[src/rtl/regfile_sb.sv]
// regfile_sb: multi-read-port register file with busy-bit scoreboard and N-stage bypass; x0 reads as zero.
// Optional macro REGFILE_SCRUB_EN: after reset, clear the array one register per cycle instead of all at once.
//
// state | meaning
// INIT  | array being cleared; writes/issues ignored, reads invalid, stall forced
// RUN   | normal operand service, writeback and issue tracking
module regfile_sb #(
    parameter int XLEN = 32,
    parameter int NREG = 32,
    parameter int AW   = $clog2(NREG),
    parameter int NRD  = 2,
    parameter int NBYP = 2
) (
    input  logic                 i_clk,
    input  logic                 i_rst,
    output logic                 o_init_done,
    input  logic                 i_we,
    input  logic [AW-1:0]        i_waddr,
    input  logic [XLEN-1:0]      i_wdata,
    input  logic                 i_iss_valid,
    input  logic [AW-1:0]        i_iss_rd,
    input  logic                 i_flush,
    input  logic [NBYP-1:0]      i_byp_valid,
    input  logic [NBYP*AW-1:0]   i_byp_addr,
    input  logic [NBYP*XLEN-1:0] i_byp_data,
    input  logic [NRD-1:0]       i_re,
    input  logic [NRD*AW-1:0]    i_raddr,
    output logic [NRD*XLEN-1:0]  o_rdata,
    output logic [NRD-1:0]       o_rvalid,
    output logic                 o_stall
);

    typedef enum logic {
        ST_INIT = 1'b0,
        ST_RUN  = 1'b1
    } state_t;

    state_t          r_state;
    state_t          w_state_nxt;
    logic [XLEN-1:0] r_regs [NREG];
    logic [NREG-1:0] r_busy;
    logic [NREG-1:0] w_busy_nxt;
    logic            w_run;
    logic            w_wr_en;
    logic            w_iss_en;
    logic            w_init_last;

    assign w_run    = (r_state == ST_RUN);
    assign w_wr_en  = w_run && i_we && (i_waddr != '0);
    assign w_iss_en = w_run && i_iss_valid && (i_iss_rd != '0);

`ifdef REGFILE_SCRUB_EN
    logic [AW-1:0] r_scrub_cnt;
    logic [AW-1:0] w_scrub_addr;

    // Counter holds the last register cleared; x0 is never scrubbed since it is never read.
    assign w_scrub_addr = r_scrub_cnt + AW'(1);
    assign w_init_last  = (w_scrub_addr == AW'(NREG - 1));

    always_ff @(posedge i_clk) begin
        if (!i_rst) begin
            r_scrub_cnt <= '0;
        end else if (r_state == ST_INIT) begin
            r_scrub_cnt <= w_init_last ? '0 : w_scrub_addr;
        end
    end
`else
    assign w_init_last = 1'b1;
`endif

    always_ff @(posedge i_clk) begin
        if (!i_rst) begin
            r_state <= ST_INIT;
        end else begin
            r_state <= w_state_nxt;
        end
    end

    always_comb begin
        w_state_nxt = r_state;
        case (r_state)
            ST_INIT: if (w_init_last) w_state_nxt = ST_RUN;
            ST_RUN:  w_state_nxt = ST_RUN;
            default: w_state_nxt = ST_INIT;
        endcase
    end

    assign o_init_done = w_run;

    always_ff @(posedge i_clk) begin
        if (!i_rst) begin
`ifndef REGFILE_SCRUB_EN
            for (int k = 0; k < NREG; k++) begin
                r_regs[k] <= '0;
            end
`endif
        end else if (r_state == ST_INIT) begin
`ifdef REGFILE_SCRUB_EN
            r_regs[w_scrub_addr] <= '0;
`endif
        end else if (w_wr_en) begin
            r_regs[i_waddr] <= i_wdata;
        end
    end

    // Order matters: flush, then writeback clear, then issue set so a new producer always wins.
    always_comb begin
        w_busy_nxt = r_busy;
        if (i_flush) begin
            w_busy_nxt = '0;
        end
        if (w_wr_en) begin
            w_busy_nxt[i_waddr] = 1'b0;
        end
        if (w_iss_en) begin
            w_busy_nxt[i_iss_rd] = 1'b1;
        end
    end

    always_ff @(posedge i_clk) begin
        if (!i_rst) begin
            r_busy <= '0;
        end else if (w_run) begin
            r_busy <= w_busy_nxt;
        end
    end

    always_comb begin
        logic [AW-1:0] v_ra;
        logic          v_hit;
        o_rdata  = '0;
        o_rvalid = '0;
        v_ra     = '0;
        v_hit    = 1'b0;
        for (int j = 0; j < NRD; j++) begin
            v_ra  = i_raddr[j*AW +: AW];
            v_hit = 1'b0;
            if (!w_run) begin
                o_rvalid[j] = 1'b0;
            end else if (!i_re[j] || (v_ra == '0)) begin
                o_rvalid[j] = 1'b1;
            end else begin
                // Youngest matching stage wins.
                for (int i = 0; i < NBYP; i++) begin
                    if (!v_hit && i_byp_valid[i] && (i_byp_addr[i*AW +: AW] == v_ra)) begin
                        v_hit = 1'b1;
                        o_rdata[j*XLEN +: XLEN] = i_byp_data[i*XLEN +: XLEN];
                    end
                end
                if (v_hit) begin
                    o_rvalid[j] = 1'b1;
                end else if (i_we && (i_waddr == v_ra)) begin
                    o_rdata[j*XLEN +: XLEN] = i_wdata;
                    o_rvalid[j]             = 1'b1;
                end else if (r_busy[v_ra]) begin
                    o_rvalid[j] = 1'b0;
                end else begin
                    o_rdata[j*XLEN +: XLEN] = r_regs[v_ra];
                    o_rvalid[j]             = 1'b1;
                end
            end
        end
    end

    assign o_stall = !w_run || (|(i_re & ~o_rvalid));

endmodule

[config.mk]
export PLATFORM = sky130hd
export DESIGN_NAME = regfile_sb
export DESIGN_NICKNAME = d
export VERILOG_FILES = /design/src/rtl/regfile_sb.sv
export SDC_FILE = /design/constraint.sdc
export NUM_CORES = 2
export LEC_CHECK = 0
export BUFFER_PORTS_ARGS = -buffer_cell sky130_fd_sc_hd__buf_2
export CORE_MARGIN = 2
export CORE_UTILIZATION = 40
export CTS_BUF_LIST = sky130_fd_sc_hd__clkbuf_8 sky130_fd_sc_hd__clkbuf_16
export DETAILED_ROUTE_END_ITERATION = 10
export PLACE_DENSITY = 0.53
export SLEW_MARGIN = 20
export SYNTH_ARGS = -nofsm -noshare
export SYNTH_HDL_FRONTEND = slang
export SYNTH_SLANG_ARGS = --single-unit
export TNS_END_PERCENT = 10
[constraint.sdc]
create_clock -name i_clk -period 5.2 [get_ports i_clk]
set_clock_uncertainty 0.05 [all_clocks]
set_input_delay 0.26 -clock i_clk [delete_from_list [all_inputs] [get_ports i_clk]]
set_output_delay 0.26 -clock i_clk [all_outputs]
set_load 0.005 [all_outputs]
==> results.toml <==
[outcome]
status = "finished clean"

[global_route]
grt_pass1_vias = 40700
overflow = 0
grt_max_degree = 117
grtUsageTotal_pct = 30.0
antenna_found_initial = 26
grt_pass1_wl_um = 318000

[cells_and_area]
syn_to_final_growth_pct = 12.0
drive_above_1_share_pct = 26.2
n_fill_cell = 13100
final_cells = 6268
fin_nets = 4377

[clock_tree]
cts_buffers = 117
clkSlewWorstSetupHoldPaths_ps = 60
clk_latency_ps = 730
clkSinkCount = 1057
clock_path_buffers = 3
cts_max_level = 3
clockRootBuffer = "clkbuf_16"
tritoncts = "built"
cts-resized-gates = 0

[floorplan]
rows = 140
io_pins = 203
coreArea_mm2 = 0.145
die_w_um = 386
die_h_um = 386
die_area_mm2 = 0.149
start_util_pct = 40.2

[route]
first_iter_violations = 5395
num_vias = 41600
drcViolationCount = 0
routed_wirelength_um = 228000
viasPerCell = 6.63
wl_per_cell_um = 36.4
drt_pass1_iterations = 6
ant_nets = 0

[sta]
fin_crit_ps = 4400
tns_ps = 0
max_freq_mhz = 227
slew_violations = 0
relSlewSlack_pct = 20.8
rsz0062_at_grt = "false"
hold_viol_final = 0
tightestPinTransition_ps = 1160
setup_viol = 0
min_period_over_period_pct = 84.6

[critical_path]
max_stage_delay_ps = 740
worstPathArrival_ps = 4090
crit_type = "flip-flop to primary output"
critPathBufInv = 2
slowest_stage = "nor3_1"
critPathLaunchType = "flip-flop"
critPathRequiredTime_ps = 4890
worst_path_dominant_cell_family = "simple AND/OR/NAND/NOR gates"
cp_max_fo = 19
crit_chain = "mux4_1 > mux4_2 > nand2b_1 > buf_4 > nand2_2 > a221oi_1 > nor3_1 > buf_2"
cp-end-kind = "primary output"

[logic_synthesis]
async_flop_share_pct = 0
avgSynthCellArea_um2 = 13.9
synth_edf_count = 1024
syn_area_mm2 = 0.0585
synth-main-ff-cell = "edfxtp_1"
ys_types = 58
ys_seq_elements = 1057
yosysWarnings = 0
netlist_instances = 4201
synth.yosys.seq_area_share_pct = 53.7

[power_and_ir_drop]
powerDensity_mw_per_mm2 = 311
vdd_drop_max_mv = 0.279
leakage_nw = 23.1

[placement]
dpl.hpwl_um = 136000
numPlacedInstances = 6032
gp_congestion = 0.933
port_buffers = 202

[hold_path]
min_path_type = "input pin to flip-flop"

[run]
maxCapViolCount = 0
-- cell type report --
| cell class | instances | area, µm² | area share (%) |
|---|---|---|---|
| antenna | 5 | 12.5 | 0.0191 |
| clock buffer | 125 | 3070 | 4.69 |
| clock inverter | 98 | 621 | 0.948 |
| inverter | 18 | 80.1 | 0.122 |
| multi-input combinational | 2677 | 25400 | 38.8 |
| sequential | 1057 | 31400 | 48.0 |
| tap | 1917 | 2400 | 3.66 |
| timing repair buffer | 371 | 2480 | 3.79 |
-- worst paths after layout --
path	endpoint	cells past startpoint	slack, ps	startpoint
worst max-delay path	o_rdata[52]	8	800	r_busy[21]
worst min-delay path	r_busy[25]	5	80	i_iss_rd[2]
worst max register to register	r_regs[27][16]	6	1860	o_init_done
worst min register to register	r_busy[23]	2	450	r_busy[23]
-- stage by stage --
stage                     power [mW]  util (%)  hold slack, ps  area [µm²]  setup slack, ps
after floorplan                 11.3         -             238       58600             1130
after global placement          12.3      42.4             424       61700              855
after detailed placement        12.3      42.4             433       61700              889
after CTS                       20.4      45.0            15.2       65500              878
after global routing            20.8      45.0            44.9       65500              671
final                           20.4      45.0            78.1       65500              798
-- state kept, by name, summed over array words and instances, names as in the netlist --
register / flops
r_regs: 1024
r_busy: 32
o_init_done: 1
-- placed cells by master (no fill, tap or decap), types with 12 or more instances in the layout --
| cell type | netlist | layout |
|---|---|---|
| a211oi_1 | 52 | 52 |
| a21oi_1 | 99 | 98 |
| a221oi_1 | 14 | 14 |
| a311oi_1 | 13 | 13 |
| a32oi_1 | 17 | 17 |
| and2_1 | 607 | 607 |
| buf_2 | 63 | 195 |
| buf_4 | 10 | 153 |
| clkbuf_16 | 0 | 120 |
| clkinv_1 | 1 | 35 |
| clkinv_2 | 0 | 17 |
| conb_1 | 1 | 32 |
| dfxtp_1 | 33 | 33 |
| edfxtp_1 | 1024 | 1024 |
| inv_1 | 17 | 46 |
| mux2_2 | 16 | 16 |
| mux2i_1 | 215 | 215 |
| mux4_2 | 490 | 490 |
| nand2_1 | 106 | 79 |
| nand2_2 | 1 | 22 |
| nand2b_1 | 16 | 14 |
| nand3_1 | 24 | 21 |
| nor2_1 | 70 | 37 |
| nor2_2 | 0 | 26 |
| nor2b_1 | 32 | 32 |
| nor3_1 | 528 | 528 |
| o21ai_0 | 38 | 31 |
| o221ai_1 | 130 | 130 |
| o22ai_1 | 51 | 51 |
| xnor2_1 | 18 | 18 |
| xor2_1 | 12 | 12 |
-- worst register-to-register path, stage by stage (launching register included) --
cell and delay [ps]:
dfxtp_1 340, buf_4 290, nand2_1 160, nor2_1 550, nand2_1 250, nand2_2 920, buf_4 450
-- cells by family after synthesis --
logic type	count (synthesis)	synth area share, %
DFF	1057	53.7
muxes	723	22.9
and+or+nand+nor	1426	13.4
buffers and inverters	498	3.70
xor gates and xnor gates	30	0.449
AOI/OAI and AO/OA	466	5.81
other	1	0.00641
-- power breakdown --
group	total [mW]	leakage [nW]	switching, mW	internal [mW]
logic	2.50	9.89	1.65	0.844
clock network	8.17	1.94	3.61	4.57
registers	9.68	11.2	0.117	9.57
-- cell usage after synthesis (18+ instances only) --
cell	instances	area, µm²
mux4_2	490	11000
a21oi_1	99	495
a211oi_1	52	390
o21ai_0	38	190
nand3_1	24	120
clkbuf_1	328	1230
o221ai_1	130	1140
buf_6	22	248
buf_1	56	210
o22ai_1	51	319
mux2i_1	215	2150
nand2_1	106	398
dfxtp_1	33	661
buf_2	63	315
nor2b_1	32	200
and2_1	607	3800
nor3_1	528	2640
xnor2_1	18	158
nor2_1	70	263
edfxtp_1	1024	30700
-- routing by layer --
| layer | vias to the layer above | part of all wire [%] | routed length (µm) | global-route usage [%] |
|---|---|---|---|---|
| met4 | 24 | 3.6 | 8100 | 9.73 |
| li1 | 16700 | - | - | - |
| met3 | 427 | 11 | 26000 | 8.40 |
| met5 | - | 0.072 | 165 | 0 |
| met1 | 21800 | 40 | 91800 | 42.0 |
| met2 | 2639 | 45 | 102000 | 45.1 |
-- timing repair --
action                                 in CTS  in global routing
endpoints found under the hold margin      26                  0
hold buffers                                8                  0
setup buffers                               0                  0
Note: power is estimated with default switching activity, not from simulation.
